===== src/rtl/pipe_stage.sv =====
// pipe_stage: valid/ready pipeline register with 2-entry skid buffer, flush and stall; define PIPE_STALL_CNT_EN to add the stall_cnt counter
module pipe_stage #(
  parameter int DATA_W = 32,
  parameter logic [DATA_W-1:0] BUBBLE_VAL = '0
) (
  input  logic              clk,
  input  logic              rst,
  input  logic              flush,
  input  logic              up_valid,
  output logic              up_ready,
  input  logic [DATA_W-1:0] up_data,
  output logic              dn_valid,
  input  logic              dn_ready,
  output logic [DATA_W-1:0] dn_data,
  output logic [1:0]        occupancy
`ifdef PIPE_STALL_CNT_EN
  , output logic [15:0]     stall_cnt
`endif
);
  logic [1:0] occ_q, occ_d;
  logic [DATA_W-1:0] main_q, main_d, skid_q, skid_d;
  logic rdy_q, valid_q;
  logic up_xfer, dn_xfer;
  assign up_xfer = up_valid & rdy_q;
  assign dn_xfer = valid_q & dn_ready;
  always_comb begin
    occ_d = occ_q;
    main_d = main_q;
    skid_d = skid_q;
    if (flush) begin
      occ_d = 2'd0;
      main_d = BUBBLE_VAL;
      skid_d = BUBBLE_VAL;
    end else if (occ_q == 2'd0) begin
      occ_d = up_xfer ? 2'd1 : 2'd0;
      main_d = up_xfer ? up_data : BUBBLE_VAL;
    end else if (occ_q == 2'd1) begin
      if (up_xfer && dn_xfer) main_d = up_data;
      else if (up_xfer) begin
        occ_d = 2'd2;
        skid_d = up_data;
      end else if (dn_xfer) begin
        occ_d = 2'd0;
        main_d = BUBBLE_VAL;
      end
    end else if (dn_xfer) begin
      occ_d = 2'd1;
      main_d = skid_q;
    end
  end
  // ready and valid are registered from the next occupancy so neither depends combinationally on dn_ready
  always_ff @(posedge clk or negedge rst) begin
    if (!rst) begin
      occ_q <= 2'd0;
      main_q <= BUBBLE_VAL;
      skid_q <= BUBBLE_VAL;
      rdy_q <= 1'b1;
      valid_q <= 1'b0;
    end else begin
      occ_q <= occ_d;
      main_q <= main_d;
      skid_q <= skid_d;
      rdy_q <= occ_d != 2'd2;
      valid_q <= occ_d != 2'd0;
    end
  end
  assign up_ready = rdy_q;
  assign dn_valid = valid_q;
  assign dn_data = main_q;
  assign occupancy = occ_q;
`ifdef PIPE_STALL_CNT_EN
  logic [15:0] cnt_q;
  always_ff @(posedge clk or negedge rst) begin
    if (!rst) cnt_q <= 16'd0;
    else if (valid_q && !dn_ready && cnt_q != 16'hFFFF) cnt_q <= cnt_q + 16'd1;
  end
  assign stall_cnt = cnt_q;
`endif
endmodule


===== config.mk =====
export PLATFORM = sky130hd
export DESIGN_NAME = pipe_stage
export DESIGN_NICKNAME = d
export VERILOG_FILES = /design/src/rtl/pipe_stage.sv
export SDC_FILE = /design/constraint.sdc
export NUM_CORES = 1
export LEC_CHECK = 0
export ABC_AREA = 1
export ABC_CLOCK_PERIOD_IN_PS = 1940
export BUFFER_PORTS_ARGS = -buffer_cell sky130_fd_sc_hd__buf_4
export CAP_MARGIN = 40
export CORE_ASPECT_RATIO = 1.1
export CORE_MARGIN = 4
export CORE_UTILIZATION = 30
export CTS_CLUSTER_SIZE = 12
export DETAILED_ROUTE_END_ITERATION = 10
export GPL_ROUTABILITY_DRIVEN = 1
export HOLD_SLACK_MARGIN = 0.02
export SLEW_MARGIN = 10
export SYNTH_ARGS = -nofsm -noshare
export SYNTH_HDL_FRONTEND = slang
export SYNTH_SLANG_ARGS = --single-unit

===== constraint.sdc =====
create_clock -name clk -period 1.94 [get_ports clk]
set_input_delay 0.194 -clock clk [delete_from_list [all_inputs] [get_ports clk]]
set_output_delay 0.194 -clock clk [all_outputs]
set_load 0.01 [all_outputs]

==> results of run 1 <==
==> synthesized netlist by cell type, drive strengths merged <==
master	count	area share
a21oi	25	0.037
buf	29	0.061
dfrtp	67	0.48
dfstp	1	0.0076
inv	10	0.011
mux2i	4	0.012
nand2	228	0.25
nand3	55	0.082
nor2	27	0.034
nor3	1	0.0047
o21ai	13	0.021
==> critical path: stages (launching register included) <==
cell and delay [ns]:
sky130_fd_sc_hd__dfstp_2 0.53, sky130_fd_sc_hd__nand2_1 0.12, sky130_fd_sc_hd__inv_2 0.27, sky130_fd_sc_hd__nand3_2 0.16, sky130_fd_sc_hd__nand2_1 0.10, sky130_fd_sc_hd__inv_2 0.24, sky130_fd_sc_hd__nand2_1 0.15, sky130_fd_sc_hd__nand2_1 0.06
==> cells by family after synthesis <==
family / Yosys count / share of synthesized area
AND/OR/NAND/NOR: 311 / 0.368
flip-flops: 68 / 0.491
buffers and inverters: 39 / 0.0714
AO/OA/AOI/OAI: 38 / 0.0580
multiplexers: 4 / 0.0115
==> final cells by class <==
cell class	count	area (um^2)	area share
Timing Repair Buffer	86	686	0.154
Clock inverter	4	47.5	0.0107
Clock buffer	12	256	0.0577
Inverter	10	37.5	0.00845
Tap cell	147	184	0.0414
Sequential cell	68	1700	0.383
Multi-Input combinational cell	353	1530	0.344
==> flip-flops by register name, summed over array words and instances (netlist names) <==
register and cells:
skid_q 32, dn_data 32, up_ready 1, dn_valid 1, occupancy 2
==> worst max path at each step <==
stage,start,endpoint
after detailed placement,up_ready,skid_q[2]
final,up_ready,skid_q[1]
after floorplan,up_ready,skid_q[0]
after global routing,up_ready,skid_q[31]
after CTS,up_ready,skid_q[15]
after global placement,up_ready,skid_q[5]
==> layout by cell type, fill, tap and decap left out, drive strengths merged <==
cell type / n
bufinv: 1
a21oi: 25
clkbuf: 12
nor3: 1
o21ai: 13
inv: 10
mux2i: 4
dfrtp: 67
dlygate4sd3: 1
clkinv: 2
dfstp: 1
nand3: 55
nor2: 27
clkinvlp: 1
buf: 85
nand2: 228
==> power by group <==
part | total [W] | leakage, nW | switching [W] | internal, W
Sequential | 0.00167 | 0.920 | 0.0000971 | 0.00157
Combinational | 0.000990 | 1.34 | 0.000585 | 0.000405
Clock | 0.00165 | 0.149 | 0.000591 | 0.00106
Total | 0.00431 | 2.41 | 0.00127 | 0.00303
==> per-stage QoR <==
step	util	power, W	instance area [um^2]	cells
final	0.400	0.00431	4440	680
after global routing	0.400	0.00456	4440	680
after CTS	0.400	0.00437	4440	680
after detailed placement	0.372	0.00269	4130	663
after global placement	0.372	0.00267	4130	663
after floorplan	-	0.00226	3470	460
==> timing repair <==
action	4_1_cts	5_1_grt
hold buffers	1	0
setup endpoints to repair	0	0
hold endpoints to repair	67	0
==> layer usage <==
| layer | share of wire | GRT usage | routed length, um |
|---|---|---|---|
| met1 | 0.46 | 0.203 | 4460 |
| met2 | 0.47 | 0.240 | 4540 |
| met3 | 0.054 | 0.0290 | 526 |
| met4 | 0.018 | 0.0585 | 170 |
| met5 | 0 | 0 | 0 |
==> summary.md, run 1 <==
## Die
- **core region area** 11100 um^2
- **Initial Util** 0.312
- **Die X** 111 um
- **num rows** 40
- **full die area** 13400 um^2
- **die span in y** 121 um
- **I/O pin total** 73

## Placement
- **IO Port Bufs** 72
- **minimum setup slack after placement** 0.237 ns
- **half-perimeter wire length after detailed placement** 6.41 mm
- **GP Congestion** 0.822

## Global route
- **antenna violations before repair** 0
- **global-route usage over all layers** 0.151
- **global route total overflow** 0
- **maximum number of pins on one net before global-route repair** 69
- **number of global-route vias before repair** 3202
- **wire length of the first global-routing pass** 16.3 mm

## Worst setup path
- **r2r setup slk** 0.20 ns
- **arrival time of data at the critical path endpoint** 1.95 ns
- **endpoint kind of the worst setup timing path** flop
- **Crit Reg-Reg Endpoint** skid_q[1]
- **launching point of the worst reg2reg path** up_ready
- **Data required, critical path** 2.16 ns
- **crit path max fanout** 32
- **cells on worst reg2reg path** 7
- **Setup CP Type** flop to flop
- **type of element launching the critical path** flop

## Final layout
- **Area Overhead vs Synth** 28.0%
- **count of nets after finishing** 565
- **ratio of cells with drive above 1 in the final layout** 0.220
- **Fillers** 1163
- **Inserted Diodes** 0

## Clock tree
- **Worst-path clk slew** 0.06 ns
- **clock tree sinks** 68
- **CTS H-tree depth** 3
- **number of gates resized after CTS** 0
- **TritonCTS clock tree** built
- **Clock Path Buffers** 2
- **Worst-Skew Late Latency** 0.33 ns
- **total clock buffers created by CTS** 9
- **CTS Root Cell** sky130_fd_sc_hd__clkbuf_16
- **count of buffers added by post-CTS timing repair for setup** 0

## Synthesis
- **mapped cell area** 3470 um^2
- **average cell area after synthesis** 7.55 um^2
- **net count after synthesis** 497
- **post-synthesis cell type count** 21
- **Yosys warning total** 0
- **sequential area share after synthesis** 0.491
- **number of instances in the synthesized netlist** 460
- **Synth Register Bits** 68

## STA
- **f_max** 576 MHz
- **worst-margin pin slew** 0.603 ns
- **Max-slew headroom** 0.597
- **number of failing hold endpoints at the final stage** 0
- **final worst slack** 0.204 ns
- **hold_ws** 0.0798 ns
- **number of failing setup endpoints in the final timing report** 0
- **setup repair after global routing missed its margin** no
- **final clock skew** 0.00587 ns
- **post-layout min period** 1.74 ns
- **post-route clock period utilization** 0.895
- **final slew viol count** 0
- **setup_tns** 0 ns

## Route
- **average via count per standard cell** 4.79
- **initial DRC count** 179
- **via count** 3260
- **Total Routed Length** 9.70 mm
- **DRT antenna net count** 0
- **first-pass iteration count of the detailed router** 5
- **WL/cell** 14.3 um
- **final routed DRC violation total** 0

## Min path
- **launch instance of the worst min-delay path** up_data[28]
- **destination of the worst hold path** skid_q[28]
- **path category of the worst min-delay check** input port to flop
- **WHS Path Cells** 3

## Outcome
- **run status** finished clean

## Pwr
- **worst IR drop on VDD** 0.452 mV
- **Leakage** 2.41 nW
- **pwr dens** 970 nW/um^2

## Run
- **maxcap violations** 0

Note: power is estimated with default switching activity, not from simulation.
==> run 2, diff against run 1 <==
ABC_CLOCK_PERIOD_IN_PS = 1400   (was 1940)
SLEW_MARGIN = default   (was 10)
clock period = 1.4 ns   (was 1.94 ns; I/O delays follow)
==> summary.md, run 2 (synthesized netlist as in run 1, its figures left out) <==
## Outcome
- **run status** complete, but fails checks
- **violated checks** negative setup slack

## Clock tree
- **CTS Root Cell** sky130_fd_sc_hd__clkbuf_16
- **CTS H-tree depth** 3, unchanged
- **Clock Path Buffers** 2, unchanged
- **clock tree sinks** 68, unchanged
- **TritonCTS clock tree** built
- **Worst-path clk slew** 0.06 ns, about the same
- **total clock buffers created by CTS** 9, unchanged
- **Worst-Skew Late Latency** 0.33 ns, about the same

## STA
- **final slew viol count** 0, unchanged
- **Max-slew headroom** 0.683, +0.0855
- **final clock skew** 0.00640 ns, +0.000525 ns
- **final worst slack** -0.00791 ns, -0.212 ns
- **f_max** 710 MHz, +23%
- **number of failing hold endpoints at the final stage** 0, unchanged
- **post-layout min period** 1.41 ns, -0.328 ns
- **setup repair after global routing missed its margin** yes
- **number of failing setup endpoints in the final timing report** 4, +4
- **worst-margin pin slew** 0.476 ns, -0.127 ns
- **post-route clock period utilization** 1.01, +0.111

## Route
- **initial DRC count** 230, +28%
- **Total Routed Length** 10.3 mm, +6.3%
- **final routed DRC violation total** 0, unchanged
- **average via count per standard cell** 4.71, -1.7%
- **via count** 3347, +2.7%
- **first-pass iteration count of the detailed router** 4, -1
- **WL/cell** 14.5 um, +1.8%
- **DRT antenna net count** 0, unchanged

## Final layout
- **Post-Route Utilization** 0.450, +0.0506
- **commonest cells after routing, fill and taps aside** 209 x sky130_fd_sc_hd__nand2_1, 83 x sky130_fd_sc_hd__buf_4, 66 x sky130_fd_sc_hd__dfrtp_1
- **most common cell after layout, fill and taps aside** sky130_fd_sc_hd__nand2_1
- **Inserted Diodes** 0, unchanged
- **Area Overhead vs Synth** 44.2%
- **count of nets after finishing** 596, +5.5%
- **ratio of cells with drive above 1 in the final layout** 0.277, +0.0576

## Global route
- **antenna violations before repair** 0, unchanged
- **global-route usage over all layers** 0.152, +0.00115
- **maximum number of pins on one net before global-route repair** 34, -51%
- **number of global-route vias before repair** 3262, +1.9%
- **global route total overflow** 0, unchanged
- **wire length of the first global-routing pass** 16.3 mm, +0.34%

## Worst setup path
- **type of element launching the critical path** flop
- **Slowest-stage cell, CP** sky130_fd_sc_hd__dfstp_2
- **Setup CP Type** flop to flop
- **arrival time of data at the critical path endpoint** 1.68 ns, -0.27 ns
- **cell family contributing the most delay on the critical path** flip-flops
- **endpoint kind of the worst setup timing path** flop
- **crit path max fanout** 6, -81%
- **Data required, critical path** 1.68 ns, -0.48 ns
- **CP peak stage delay** 0.55 ns, +0.02 ns
- **cell repeated most along the worst path** sky130_fd_sc_hd__nand2_1
- **Buffers & Inverters on Critical Path** 3, +1
- **critical-path cell list** nand2_4, inv_8, nand3_4, nor2_4, buf_12, clkbuf_16, nand2_1, nand2_1

## Die
- **Die X** 111 um, unchanged
- **full die area** 13400 um^2, unchanged
- **die span in y** 121 um, unchanged
- **I/O pin total** 73, unchanged
- **core region area** 11100 um^2, unchanged
- **Initial Util** 0.312, unchanged
- **num rows** 40, unchanged

## Min path
- **path category of the worst min-delay check** input port to flop

## Pwr
- **pwr dens** 1300 nW/um^2, +34%
- **worst IR drop on VDD** 0.594 mV, +31%
- **Leakage** 2.65 nW, +9.9%
- **overall power** 0.00653 W, +51%

## Run
- **maxcap violations** 0, unchanged

## Placement
- **IO Port Bufs** 72, unchanged
- **half-perimeter wire length after detailed placement** 6.53 mm, +2.0%
- **GP Congestion** 0.784, -4.7%

==> run 2: timing repair <==
item / in CTS / in global routing
buffers inserted: 0 / 8
hold buffers: 11 / 0
pin swaps: 0 / 30
hold endpoints to repair: 40 / 0
gates cloned: 0 / 6
gates resized for setup: 4 / 37
setup endpoints to repair: 35 / 67
==> run 2: per-layer routing <==
metal | vias to the layer above | part of all wire | GRT usage
li1 | 1660 | - | -
met1 | 1579 | 0.48 | 0.207
met2 | 96 | 0.46 | 0.231
met3 | 12 | 0.047 | 0.0355
met4 | 0 | 0.017 | 0.0631
met5 | - | 0 | 0
==> run 2: worst register-to-register path, delay by kind of cell, from the launching register on <==
| kind | cells | cell delay (ns) |
|---|---|---|
| DFF | 1 | 0.55 |
| buffers and inverters | 3 | 0.38 |
| and+or+nand+nor | 5 | 0.41 |
==> run 2: stage by stage <==
step	TNS, ns	hold WS (ns)	cells	area, um^2	setup WS [ns]
floorplan	0	-0.156	460	3470	0.0649
global placement	-1.52	0.134	672	4270	-0.0551
detailed placement	-2.41	0.137	672	4270	-0.0979
CTS	0	0.0201	698	4720	0.000998
global route	-1.57	0.0208	710	5000	-0.0632
finish	-0.0199	0.0228	710	5000	-0.00791
==> run 2: where the power goes <==
| part | internal (W) | leakage [nW] | switching, W |
|---|---|---|---|
| Clock | 0.00173 | 0.160 | 0.000837 |
| Combinational | 0.000760 | 1.57 | 0.000895 |
| Sequential | 0.00217 | 0.919 | 0.000124 |
==> run 2: layout make-up <==
class / instances / area [um^2]
Inverter: 10 / 50.0
Timing Repair Buffer: 117 / 1130
Tap cell: 147 / 184
Sequential cell: 68 / 1700
Fill cell: 1099 / 6110
Clock inverter: 4 / 98.8
Multi-Input combinational cell: 353 / 1600
Clock buffer: 11 / 233
==> run 2: final timing paths <==
check                             from          to  slack (ns)  cells past startpoint
min in group asynchronous          rst  skid_q[28]        0.32                      2
hold reg to reg              skid_q[2]   skid_q[2]        0.48                      2
max in group asynchronous          rst  skid_q[13]        0.55                      3
hold / removal             up_data[22]  skid_q[22]        0.02                      3
setup reg to reg              up_ready  skid_q[24]      -0.008                      8
setup / recovery              up_ready  skid_q[24]      -0.008                      8
